`config.mk`:
```
export PLATFORM = sky130hd
export DESIGN_NAME = micro_op_sequencer_flat
export DESIGN_NICKNAME = d
export VERILOG_FILES = /design/src/rtl/micro_op_sequencer_if.sv /design/src/rtl/micro_op_sequencer.sv /design/src/flat_wrapper.sv
export SDC_FILE = /design/constraint.sdc
export NUM_CORES = 1
export LEC_CHECK = 0
export CORE_MARGIN = 3
export CORE_UTILIZATION = 43
export CTS_CLUSTER_DIAMETER = 120
export DETAILED_ROUTE_END_ITERATION = 7
export PLACE_DENSITY_LB_ADDON = 0.25
export REMOVE_ABC_BUFFERS = 1
export SYNTH_ARGS = -nofsm -noshare
export SYNTH_HDL_FRONTEND = slang
export SYNTH_SLANG_ARGS = --single-unit
```
`constraint.sdc`:
```
create_clock -name clk -period 1.55 [get_ports clk]
set_input_delay 0.31 -clock clk [delete_from_list [all_inputs] [get_ports clk]]
set_output_delay 0.31 -clock clk [all_outputs]
set_load 0.005 [all_outputs]
```
`src/rtl/micro_op_sequencer_if.sv`:
```
// Decode-side bus between the IF/ID register, the micro-op sequencer and the control unit.
// The master drives the instruction/control inputs; the sequencer (slave) returns the decode opcode and status.
interface micro_op_sequencer_if #(
  parameter int OPC_W = 5
) ();
  logic [OPC_W-1:0] instr_opcode;
  logic             instr_valid;
  logic             int_req;
  logic             stall_in;
  logic             flush;
  logic [OPC_W-1:0] opcode_out;
  logic             fetch_stall;
  logic             seq_busy;
  logic             int_ack;

  modport master (
    output instr_opcode, instr_valid, int_req, stall_in, flush,
    input  opcode_out, fetch_stall, seq_busy, int_ack
  );

  modport slave (
    input  instr_opcode, instr_valid, int_req, stall_in, flush,
    output opcode_out, fetch_stall, seq_busy, int_ack
  );
endinterface

```
`src/rtl/micro_op_sequencer.sv`:
```
// Expands CALL/RET/RTI and interrupt entry into primitive stack/jump opcodes for the control unit,
// stalling fetch while a sequence runs; every other opcode passes straight through.
module micro_op_sequencer #(
  parameter int RET_BUBBLES = 2,
  parameter int OPC_W       = 5
) (
  input  logic                 clk,
  input  logic                 rst_n,
  micro_op_sequencer_if.slave  bus
);
  localparam logic [OPC_W-1:0] OP_NOP        = '0;
  localparam logic [OPC_W-1:0] OP_CALL       = OPC_W'(5'b01101);
  localparam logic [OPC_W-1:0] OP_RET        = OPC_W'(5'b01110);
  localparam logic [OPC_W-1:0] OP_RTI        = OPC_W'(5'b01111);
  localparam logic [OPC_W-1:0] OP_PUSH_PC    = OPC_W'(5'b11111);
  localparam logic [OPC_W-1:0] OP_PUSH_FLAGS = OPC_W'(5'b11110);
  localparam logic [OPC_W-1:0] OP_POP_PC     = OPC_W'(5'b11100);
  localparam logic [OPC_W-1:0] OP_POP_FLAGS  = OPC_W'(5'b11101);
  localparam logic [OPC_W-1:0] OP_JMP_CALL   = OPC_W'(5'b11011);
  localparam logic [1:0]       BUB_INIT      = 2'(RET_BUBBLES);

  typedef enum logic [2:0] {
    S_IDLE, S_CALL_JMP, S_RTI_POPPC, S_BUBBLE, S_INT_FLAGS, S_INT_VEC
  } state_t;

  state_t           r_state, w_next;
  logic [1:0]       r_cnt, w_cnt_next;
  logic             r_int_pending, w_int_pending_next;
  logic [OPC_W-1:0] w_opc;
  logic             w_fetch_stall;
  logic             w_int_ack;
  logic             w_flushable;

  always_ff @(posedge clk) begin
    if (!rst_n) begin
      r_state       <= S_IDLE;
      r_cnt         <= '0;
      r_int_pending <= 1'b0;
    end else begin
      r_state       <= w_next;
      r_cnt         <= w_cnt_next;
      r_int_pending <= w_int_pending_next;
    end
  end

  always_comb begin
    w_next        = r_state;
    w_cnt_next    = r_cnt;
    w_opc         = OP_NOP;
    w_fetch_stall = 1'b0;
    w_int_ack     = 1'b0;
    w_flushable   = (r_state != S_INT_FLAGS) && (r_state != S_INT_VEC);

    case (r_state)
      S_IDLE: begin
        if (r_int_pending) begin
          w_opc         = OP_PUSH_PC;
          w_fetch_stall = 1'b1;
          w_next        = S_INT_FLAGS;
        end else if (bus.instr_valid && bus.instr_opcode == OP_CALL) begin
          w_opc         = OP_PUSH_PC;
          w_fetch_stall = 1'b1;
          w_next        = S_CALL_JMP;
        end else if (bus.instr_valid && bus.instr_opcode == OP_RET) begin
          w_opc         = OP_POP_PC;
          w_fetch_stall = 1'b1;
          w_next        = (RET_BUBBLES == 0) ? S_IDLE : S_BUBBLE;
          w_cnt_next    = BUB_INIT;
        end else if (bus.instr_valid && bus.instr_opcode == OP_RTI) begin
          w_opc         = OP_POP_FLAGS;
          w_fetch_stall = 1'b1;
          w_next        = S_RTI_POPPC;
        end else begin
          w_opc = bus.instr_valid ? bus.instr_opcode : OP_NOP;
        end
      end
      S_CALL_JMP: begin
        w_opc  = OP_JMP_CALL;
        w_next = S_IDLE;
      end
      S_RTI_POPPC: begin
        w_opc         = OP_POP_PC;
        w_fetch_stall = 1'b1;
        w_next        = (RET_BUBBLES == 0) ? S_IDLE : S_BUBBLE;
        w_cnt_next    = BUB_INIT;
      end
      S_BUBBLE: begin
        w_cnt_next    = r_cnt - 2'd1;
        w_fetch_stall = (r_cnt > 2'd1);
        if (r_cnt <= 2'd1) w_next = S_IDLE;
      end
      S_INT_FLAGS: begin
        w_opc         = OP_PUSH_FLAGS;
        w_fetch_stall = 1'b1;
        w_next        = S_INT_VEC;
      end
      S_INT_VEC: begin
        w_int_ack = 1'b1;
        w_next    = S_IDLE;
      end
      default: w_next = S_IDLE;
    endcase

    // Flush beats stall, but interrupt entry is never squashed and only honours stall.
    if (bus.flush && w_flushable) begin
      w_opc         = OP_NOP;
      w_next        = S_IDLE;
      w_cnt_next    = '0;
      w_fetch_stall = 1'b0;
      w_int_ack     = 1'b0;
    end else if (bus.stall_in) begin
      w_next        = r_state;
      w_cnt_next    = r_cnt;
      w_fetch_stall = 1'b1;
      w_int_ack     = 1'b0;
    end

    w_int_pending_next = bus.int_req | (r_int_pending & ~w_int_ack);
  end

  assign bus.opcode_out  = rst_n ? w_opc : OP_NOP;
  assign bus.fetch_stall = rst_n & w_fetch_stall;
  assign bus.int_ack     = rst_n & w_int_ack;
  assign bus.seq_busy    = rst_n & (r_state != S_IDLE);
endmodule

```
`src/flat_wrapper.sv`:
```
// flat-port wrapper written by rule: the top's interface ports become plain ports
module micro_op_sequencer_flat 
#(
  parameter int RET_BUBBLES = 2,
  parameter int OPC_W       = 5
)
  (clk, rst_n, bus_instr_opcode, bus_instr_valid, bus_int_req, bus_stall_in, bus_flush, bus_opcode_out, bus_fetch_stall, bus_seq_busy, bus_int_ack);
  micro_op_sequencer_if #(.OPC_W(OPC_W)) bus_i ();
  input  logic clk;
  input  logic rst_n;
  input wire logic [$bits(bus_i.instr_opcode)-1:0] bus_instr_opcode;
  input wire logic [$bits(bus_i.instr_valid)-1:0] bus_instr_valid;
  input wire logic [$bits(bus_i.int_req)-1:0] bus_int_req;
  input wire logic [$bits(bus_i.stall_in)-1:0] bus_stall_in;
  input wire logic [$bits(bus_i.flush)-1:0] bus_flush;
  output wire logic [$bits(bus_i.opcode_out)-1:0] bus_opcode_out;
  output wire logic [$bits(bus_i.fetch_stall)-1:0] bus_fetch_stall;
  output wire logic [$bits(bus_i.seq_busy)-1:0] bus_seq_busy;
  output wire logic [$bits(bus_i.int_ack)-1:0] bus_int_ack;
  assign bus_i.instr_opcode = bus_instr_opcode;
  assign bus_i.instr_valid = bus_instr_valid;
  assign bus_i.int_req = bus_int_req;
  assign bus_i.stall_in = bus_stall_in;
  assign bus_i.flush = bus_flush;
  assign bus_opcode_out = bus_i.opcode_out;
  assign bus_fetch_stall = bus_i.fetch_stall;
  assign bus_seq_busy = bus_i.seq_busy;
  assign bus_int_ack = bus_i.int_ack;
  micro_op_sequencer #(.RET_BUBBLES(RET_BUBBLES), .OPC_W(OPC_W)) u_core (.clk(clk), .rst_n(rst_n), .bus(bus_i));
endmodule
```
==> results.md, run 1 <==
- Number of sinks handled by clock tree synthesis: 6
- Clock buffer count from CTS: 3
- DIE HEIGHT: between 40 and 50 µm
- HPWL Detailed: 1.66 mm
- First error line in the log: [ERROR DPL-0038] Utilization greater than 100%, impossible to legalize
- Post-Syn Area per Cell: between 7 and 8 µm²
- Post-placement setup slack: -0.952 ns
- Number of I/O pins: 19
- Floorplan row count: 12
- Status: did not finish
- Hold buffer count at CTS: 0
- Kind of the worst endpoint: output port
- Global placement routability congestion: 0.834
- Number of buffers added on ports: 18
- Clock root cell: sky130_fd_sc_hd__clkbuf_4
- Count of H-tree levels built during CTS: 1
- Area of the mapped netlist: 573 µm²
- Maximum number of pins on one net before global-route repair: 8
- Step where the flow halted: global routing (5_1_grt)
- Worst_ep grt: bus_opcode_out[1]
- Netlist cell types: 32
- Sequential-to-total area share from yosys stat: 21.0%
- Buffer levels on the longest clock path: 2
- Die width: 42.5 µm
- Number of instances in the synthesized netlist: 80
- Starting density of the core: about half
- Number of storage elements in the synthesis netlist: 6
- Number of synthesis warnings: 0
[what timing repair did]
item / CTS
setup endpoints to repair: 11
gates resized for setup: 92
setup buffers: 9
pin swaps: 11
[kinds of logic after synthesis]
| family | after synthesis | share of synthesized area, % |
|---|---|---|
| AO/OA/AOI/OAI | 27 | 29.7 |
| XOR/XNOR | 1 | 1.53 |
| adder cells (fa/ha/maj) | 1 | 2.18 |
| buffers and inverters | 11 | 7.86 |
| flip-flops | 6 | 21.0 |
| multiplexers | 2 | 3.93 |
| AND/OR/NAND/NOR | 32 | 33.8 |
[synthesized netlist by cell type, drive strengths merged]
cell type,number,area (µm²)
a211oi,1,7.51
nand2b,1,6.26
nor4b,2,17.5
a2111oi,2,23.8
inv,4,15.0
o311ai,1,8.76
o31a,1,8.76
nor2b,3,18.8
clkbuf,4,15.0
buf,3,15.0
nor3b,6,45.0
nor3,3,15.0
nand2,4,15.0
o21ai,6,30.0
mux2,2,22.5
and4b,1,11.3
nand3b,2,15.0
nor4,1,6.26
dfxtp,6,120
a211o,1,8.76
a21oi,12,60.1
nand4b,1,8.76
o41ai,1,8.76
a31oi,1,6.26
o21a,1,7.51
nor2,5,18.8
ha,1,12.5
nand3,2,10.0
and2,1,6.26
xnor2,1,8.76
[through the flow]
| step | area [µm²] | TNS, ns | std cells | hold WS, ns |
|---|---|---|---|---|
| 3_5_place_dp | 973 | -6.74 | 136 | 0.570 |
| 3_3_place_gp | 973 | -6.27 | 136 | 0.554 |
| 2_1_floorplan | 543 | -0.0551 | 73 | 0.427 |
| 4_1_cts | 1150 | -0.842 | 147 | 0.568 |
==> run 2: changes to the inputs <==
- CORE_AREA: unset -> 3 3 64 66
- CORE_MARGIN: 3 -> unset
- CORE_UTILIZATION: 43 -> unset
- CTS_CLUSTER_DIAMETER: 120 -> unset
- DIE_AREA: unset -> 0 0 67 69
- PLACE_DENSITY_LB_ADDON: 0.25 -> 0.15
==> results.md, run 2 <==
- Aggregate negative setup slack: -0.687 ns
- Average vias per placed instance: 4.28
- HPWL Detailed: 1.66 mm (about the same)
- Sequential-to-total area share from yosys stat: 21.0% (unchanged)
- Met2 layer usage reported by global route: 16.9%
- Portion of synthesized cell area occupied by the leading cell type: 21.0% (unchanged)
- Core ar.: 0.00363 mm²
- Setup-failing EPs final: 6
- Antenna Nets Post-Route: 0
- Initial antenna violation count: 0
- Worst-margin pin slew: about 0.34 ns
- Post-detailed-route wirelength per cell: between 10 and 15 µm
- Power density normalized to cell area: 475 mW/mm²
- Slowest cell on the critical path: sky130_fd_sc_hd__mux2_4
- Mux contribution to synthesized area: 3.93% (unchanged)
- Clock insertion delay at the later pin of the skew report: 0.22 ns
- Floorplan row count: 22 (was 12)
- Number of synthesis warnings: 0 (unchanged)
- Top cells by area in the synthesized netlist: sky130_fd_sc_hd__dfxtp_1 (21%), sky130_fd_sc_hd__a21oi_1 (10%), sky130_fd_sc_hd__nor3b_1 (7.9%), sky130_fd_sc_hd__o21ai_0 (4.4%), sky130_fd_sc_hd__mux2_2 (3.9%) (unchanged)
- Vias: roughly 800
- Starting density of the core: 15.8% (was 48.9%)
- Status: finished with violations (was did not finish)
- Worst setup skew after layout: 0.00333 ns
- Share of layout cells above drive strength 1: 66.7%
- Worst path bufs/invs: 2
- Remaining Overflow, GRT: 0
- Number of storage elements in the synthesis netlist: 6 (unchanged)
- Largest stage delay, worst path: 0.33 ns
- Main flop type after synthesis: sky130_fd_sc_hd__dfxtp_1 (unchanged)
- Number of buffers added on ports: 18 (unchanged)
- Hold buffer count at CTS: 0 (unchanged)
- Detailed router's first-iteration violation count: 6
- GRT met1 Usage: a little over an eighth
- Number of sinks handled by clock tree synthesis: 6 (unchanged)
- Flip-flop count of the largest register after layout: 3
- Kind of path behind the tightest hold check: flop to flop
- Cell Count, Final, Fillers Out: 183
- RR Startpoint: u_core.r_state[2]$_SDFFE_PP0P_
- Final #Nets: 149
- Worst Setup Start Kind: input pin
- Largest area contributor in the synthesized netlist: sky130_fd_sc_hd__dfxtp_1 (unchanged)
- Min-delay src: u_core.r_cnt[0]$_SDFFE_PP0P_
- Highest-count cells in the layout ignoring fill and taps: sky130_fd_sc_hd__buf_4 (32), sky130_fd_sc_hd__buf_6 (10), sky130_fd_sc_hd__buf_2 (10)
- Regs by FF count: u_core.r_state: 3 flops, u_core.r_cnt: 2 flops, u_core.r_int_pending: 1 flops
- Compound-cell area share of the yosys netlist: 29.7% (unchanged)
- Maximum number of pins on one net before global-route repair: 12
- GRT Resource Usage Total: 9.96%
- Fraction of the mapped netlist area in adder cells: 2.18% (unchanged)
- Leakage: 0.548 nW
- Number of I/O pins: 19 (unchanged)
- Area of the mapped netlist: 573 µm² (unchanged)
- Top post-synthesis cells by count: sky130_fd_sc_hd__a21oi_1 (12), sky130_fd_sc_hd__dfxtp_1 (6), sky130_fd_sc_hd__nor3b_1 (6), sky130_fd_sc_hd__nor2_1 (5), sky130_fd_sc_hd__o21ai_0 (5) (unchanged)
- Final design utilization: 36.2%
- Buffer levels on the longest clock path: 2 (unchanged)
- Async set-reset flop share out of synthesis: 0% (unchanged)
- Wire length of the first global-routing pass: 3.73 mm
- Worst IR drop on VDD: 290 µV
- Netlist cell types: 32 (unchanged)
- Max-capacitance violation count: 0
- Area Growth Syn to Fin: 129%
- GRT Max-Usage Layer: met2
- Cell with the most instances after synthesis: sky130_fd_sc_hd__a21oi_1 (unchanged)
- Top reg by flops: u_core.r_state
- Number of global-route vias before repair: 815
- Clock buffer count from CTS: 3 (unchanged)
- Worst Path Max Fanout: 2
- Total DRC errors in the routed layout: 0
- Global placement routability congestion: 0.670 (was 0.834)
- DRT Pass-1 Iters: 4
- Share of the clock period used by the worst path after layout: 114%
- GR Layer Usage met3: ~1.5%
- Combinational family with the most area after synthesis: simple AND/OR/NAND/NOR gates (unchanged)
- Minimum clock period: 1.76 ns
- Post-layout worst setup margin: -0.209 ns
- Most common cell after layout, fill and taps aside: sky130_fd_sc_hd__buf_4
- Final-report hold violation count: 0
- Worst endpoint data arrival time: approximately 1.5 ns
- Diodes inserted: 0
- Type of the worst setup path: input pin to output pin
- Critical path endpoint category: output pin
- DIE HEIGHT: 69 µm (was 42.5 µm)
- CP Cell Sequence: buf_6 -> nand3b_1 -> mux2_4 -> a2111oi_4 -> nor4b_2 -> buf_2
- Clock transition time at the flip-flop clock pins of the worst setup and hold paths: roughly 0.04 ns
- Post-synth EDFFs: 0 (unchanged)
- Failing checks: negative setup slack
- Clock root cell: sky130_fd_sc_hd__clkbuf_8 (was sky130_fd_sc_hd__clkbuf_4)
- Final max-slew violation count: 0
- Launching instance or port of the critical path: bus_instr_opcode[4]
- TritonCTS clock tree: built
- Worst slew margin: 77.1%
- Worst EP required: 1.24 ns
- Die area: between 0.004 and 0.005 mm²
- Unrepaired setup endpoints after global routing: true
- Post-Place Cells: 171 (was 136)
- Count of H-tree levels built during CTS: 1 (unchanged)
- Maximum clock frequency: approximately 0.57 GHz
- Area share of and/or/nand/nor cells after synthesis: 33.8% (unchanged)
- Post-Route Hold Slack: 0.583 ns
- Number of instances in the synthesized netlist: 80 (unchanged)
- Total routed wirelength: 2.28 mm
- Die width: 67 µm (was 42.5 µm)
- Fraction of synthesized cell area in xor and xnor cells: 1.53% (unchanged)
- CP delay by family, top: multiplexers
- Post-Syn Area per Cell: 7.16 µm² (unchanged)
==> run 2: through the flow <==
stage,worst slack (ns),instance area (µm²),total power [mW]
4_1_cts,-0.203,1220,0.614
3_3_place_gp,-0.942,1020,0.344
6_report,-0.209,1310,0.623
3_5_place_dp,-0.951,1020,0.343
2_1_floorplan,-0.0317,543,0.219
5_1_grt,-0.266,1310,0.661
==> run 2: timing repair <==
action,4_1_cts,5_1_grt
hold endpoints to repair,0,0
gates resized for setup,98,18
pin swaps,12,8
setup buffers,6,5
gates cloned,0,0
endpoints found under the setup margin,12,11
==> run 2: layout make-up <==
type / instances / area (µm²)
Fill cell: 395 / 2320
Multi-Input combinational cell: 63 / 586
Timing Repair Buffer: 59 / 480
Sequential cell: 6 / 131
Tap cell: 48 / 60.1
Clock buffer: 3 / 41.3
Inverter: 4 / 15.0
==> run 2: kinds of logic (layout without fill, tap and decap cells) <==
family / Yosys count / after routing
multiplexers: 2 / 2
AND/OR/NAND/NOR: 32 / 32
AO/OA/AOI/OAI: 27 / 27
buffers and inverters: 11 / 66
adder cells (fa/ha/maj): 1 / 1
XOR/XNOR: 1 / 1
flip-flops: 6 / 6
==> run 2: worst paths after layout <==
check             depth (start not counted)  slack, ns                        endpoint
setup / recovery                          6      -0.21               bus_opcode_out[1]
setup reg to reg                          7       0.12  u_core.r_state[1]$_SDFFE_PP0P_
hold / removal                            3       0.58    u_core.r_cnt[0]$_SDFFE_PP0P_
hold reg to reg                           3       0.58    u_core.r_cnt[0]$_SDFFE_PP0P_
==> run 2: worst reg2reg max path: stages, from the launching register on <==
cell and delay [ns]:
sky130_fd_sc_hd__dfxtp_2 0.33, sky130_fd_sc_hd__buf_12 0.14, sky130_fd_sc_hd__buf_6 0.12, sky130_fd_sc_hd__buf_4 0.12
sky130_fd_sc_hd__nor4_1 0.26, sky130_fd_sc_hd__buf_4 0.17, sky130_fd_sc_hd__o21ai_0 0.10, sky130_fd_sc_hd__a21oi_1 0.13
==> run 2: where the power goes <==
part           internal (mW)  switching [mW]  total, mW
registers              0.157         0.00743      0.165
logic                  0.131          0.0926      0.224
clock network          0.167          0.0676      0.235
==> run 2: metal layers <==
metal  vias up  routed length (µm)
met5         -                   0
met4         0                  12
met3         2                  49
met2        10                1170
met1       362                1050
li1        410                   -
No activity file was read; power rests on OpenSTA's default activity.
==> run 3: changes to the inputs <==
- ABC_CLOCK_PERIOD_IN_PS: unset -> 1550
==> results of run 3 <==
The final DEF is identical to that of run 2; final timing and power are the same.
==> run 4: changes to the inputs <==
- PLACE_DENSITY_LB_ADDON: 0.15 -> 0.08
- SLEW_MARGIN: unset -> 20
==> results.md, run 4 (synthesized netlist as in run 2, its figures left out) <==
- Status: finished with violations (unchanged)
- Failing checks: negative setup slack (unchanged)
- Clock root cell: sky130_fd_sc_hd__clkbuf_8 (unchanged)
- Flip-flop count of the largest register after layout: 3 (unchanged)
- Floorplan row count: 22 (unchanged)
- Worst slew margin: 75.9% (was 77.1%)
- Highest-count cells in the layout ignoring fill and taps: sky130_fd_sc_hd__buf_4 (32), sky130_fd_sc_hd__buf_2 (12), sky130_fd_sc_hd__buf_6 (10) (was sky130_fd_sc_hd__buf_4 (32), sky130_fd_sc_hd__buf_6 (10), sky130_fd_sc_hd__buf_2 (10))
- Number of global-route vias before repair: 816 (was 815)
- HPWL Detailed: 1.65 mm (was 1.66 mm)
- Worst endpoint data arrival time: 1.43 ns (was 1.45 ns)
- Die width: 67 µm (unchanged)
- Worst Setup Start Kind: input pin (unchanged)
- Post-layout worst setup margin: -0.190 ns (was -0.209 ns)
- Leakage: 0.542 nW (was 0.548 nW)
- Number of buffers added on ports: 18 (unchanged)
- Hold buffer count at CTS: 0 (unchanged)
- DIE HEIGHT: 69 µm (unchanged)
- Top reg by flops: u_core.r_state (unchanged)
- Pint: 0.446 mW (was 0.456 mW)
- Average vias per placed instance: 4.41 (was 4.28)
- Power density normalized to cell area: 485 mW/mm² (was 475 mW/mm²)
- Clock share of power: 38.8% (was 37.6%)
- Area Growth Syn to Fin: 121% (was 129%)
- Final #Nets: 148 (was 149)
- Maximum number of pins on one net before global-route repair: 9 (was 12)
- Largest stage delay, worst path: 0.33 ns (about the same)
- Switching Fraction: 27.4% (was 26.9%)
- Final design utilization: 34.9% (was 36.2%)
- Slowest cell on the critical path: sky130_fd_sc_hd__mux2_4 (unchanged)
- Sequential group share of total power: 26.5% (was 26.4%)
- Remaining Overflow, GRT: 0 (unchanged)
- Number of sinks handled by clock tree synthesis: 6 (unchanged)
- Count of H-tree levels built during CTS: 1 (unchanged)
- Post-Route Hold Slack: 0.589 ns (was 0.583 ns)
- Combinational share of power: 34.7% (was 35.9%)
- Max-capacitance violation count: 0 (unchanged)
- Core ar.: 0.00363 mm² (unchanged)
- Total routed wirelength: 2.34 mm (was 2.28 mm)
- Worst setup skew after layout: 0.00214 ns (was 0.00333 ns)
- Regs by FF count: u_core.r_state: 3 flops, u_core.r_cnt: 2 flops, u_core.r_int_pending: 1 flops (unchanged)
- Diodes inserted: 0 (unchanged)
- Clock insertion delay at the later pin of the skew report: 0.22 ns (about the same)
- Minimum clock period: 1.74 ns (was 1.76 ns)
- TritonCTS clock tree: built (unchanged)
- Number of I/O pins: 19 (unchanged)
- GRT Resource Usage Total: 10.5% (was 9.96%)
- Wire length of the first global-routing pass: 3.78 mm (was 3.73 mm)
- Worst IR drop on VDD: 285 µV (was 290 µV)
- Antenna Nets Post-Route: 0 (unchanged)
- Final max-slew violation count: 0 (unchanged)
- Starting density of the core: 15.8% (unchanged)
- Critical path endpoint category: output pin (unchanged)
- Unrepaired setup endpoints after global routing: true (unchanged)
- Worst EP required: 1.24 ns (about the same)
- Final-report hold violation count: 0 (unchanged)
- Type of the worst setup path: input pin to output pin (unchanged)
- Worst-margin pin slew: 0.357 ns (was 0.342 ns)
- Buffer levels on the longest clock path: 2 (unchanged)
- Worst path bufs/invs: 2 (unchanged)
- Total DRC errors in the routed layout: 0 (unchanged)
- Kind of path behind the tightest hold check: flop to flop (unchanged)
- Final total power: 0.615 mW (was 0.623 mW)
- Most common cell after layout, fill and taps aside: sky130_fd_sc_hd__buf_4 (unchanged)
- CP Cell Sequence: buf_6 -> nand3b_1 -> mux2_4 -> a2111oi_4 -> nor4b_2 -> buf_2 (unchanged)
- Vias: 803 (was 784)
- P_sw: 0.169 mW (was 0.168 mW)
- Maximum clock frequency: 0.575 GHz (was 0.568 GHz)
- Post-Place Cells: 171 (unchanged)
- Share of layout cells above drive strength 1: 62.7% (was 66.7%)
- Detailed router's first-iteration violation count: 6 (unchanged)
- Share of the clock period used by the worst path after layout: 112% (was 114%)
- Clock transition time at the flip-flop clock pins of the worst setup and hold paths: 0.04 ns (about the same)
- Clock buffer count from CTS: 3 (unchanged)
- Cell Count, Final, Fillers Out: 182 (was 183)
- Post-detailed-route wirelength per cell: 12.8 µm (was 12.5 µm)
- Die area: 0.00462 mm² (unchanged)
- Global placement routability congestion: 0.768 (was 0.670)
- Setup-failing EPs final: 6 (unchanged)
- Initial antenna violation count: 0 (unchanged)
- DRT Pass-1 Iters: 4 (unchanged)
- CP delay by family, top: multiplexers (unchanged)
- Worst Path Max Fanout: 2 (unchanged)
==> run 4: final cells by class <==
class                           instances  area (µm²)
Fill cell                             402        2360
Multi-Input combinational cell         63         573
Timing Repair Buffer                   58         453
Sequential cell                         6         126
Tap cell                               48        60.1
Clock buffer                            3        41.3
Inverter                                4        15.0
==> run 4: what timing repair did <==
action / CTS / global route
gates cloned: 0 / 0
endpoints found under the setup margin: 11 / 11
pin swaps: 15 / 5
resized for setup: 98 / 10
buffers inserted: 8 / 2
==> run 4: final timing paths <==
path	cells after the start	from	slack, ns	end
min	3	u_core.r_cnt[0]$_SDFFE_PP0P_	0.59	u_core.r_cnt[0]$_SDFFE_PP0P_
max reg2reg	7	u_core.r_state[2]$_SDFFE_PP0P_	0.11	u_core.r_cnt[0]$_SDFFE_PP0P_
min reg2reg	3	u_core.r_cnt[0]$_SDFFE_PP0P_	0.59	u_core.r_cnt[0]$_SDFFE_PP0P_
max	6	bus_instr_opcode[4]	-0.19	bus_opcode_out[1]
==> run 4: per-layer routing <==
| metal | vias to the layer above | share of wire (%) | wire [µm] | GRT usage (%) |
|---|---|---|---|---|
| li1 | 405 | - | - | - |
| met1 | 381 | 45 | 1050 | 12.8 |
| met2 | 15 | 51 | 1190 | 17.7 |
| met3 | 2 | 4.1 | 96 | 2.12 |
| met4 | 0 | 0.13 | 3 | 4.05 |
| met5 | - | 0 | 0 | 0 |
==> run 4: stage by stage <==
step	setup WS [ns]	TNS (ns)	cell area, µm²
after floorplan	-0.0317	-0.0551	543
after global placement	-0.926	-7.19	1020
after detailed placement	-0.931	-6.99	1020
after CTS	-0.195	-0.848	1220
after global routing	-0.241	-1.34	1270
final	-0.190	-0.909	1270
==> run 4: power by group through the flow <==
stage | Combinational (mW) | Sequential (mW) | Clock, mW
floorplan | 0.0494 | 0.169 | 0
global placement | 0.176 | 0.165 | 0
detailed placement | 0.174 | 0.165 | 0
CTS | 0.205 | 0.164 | 0.248
global route | 0.231 | 0.163 | 0.262
finish | 0.214 | 0.163 | 0.238
==> run 4: worst register-to-register path, stage by stage (launching register included) <==
cell and delay [ns]:
sky130_fd_sc_hd__dfxtp_2 0.32, sky130_fd_sc_hd__buf_6 0.14, sky130_fd_sc_hd__buf_4 0.15, sky130_fd_sc_hd__buf_4 0.15, sky130_fd_sc_hd__nor2_2 0.11, sky130_fd_sc_hd__nand3_1 0.10, sky130_fd_sc_hd__mux2_2 0.27, sky130_fd_sc_hd__a21oi_1 0.14
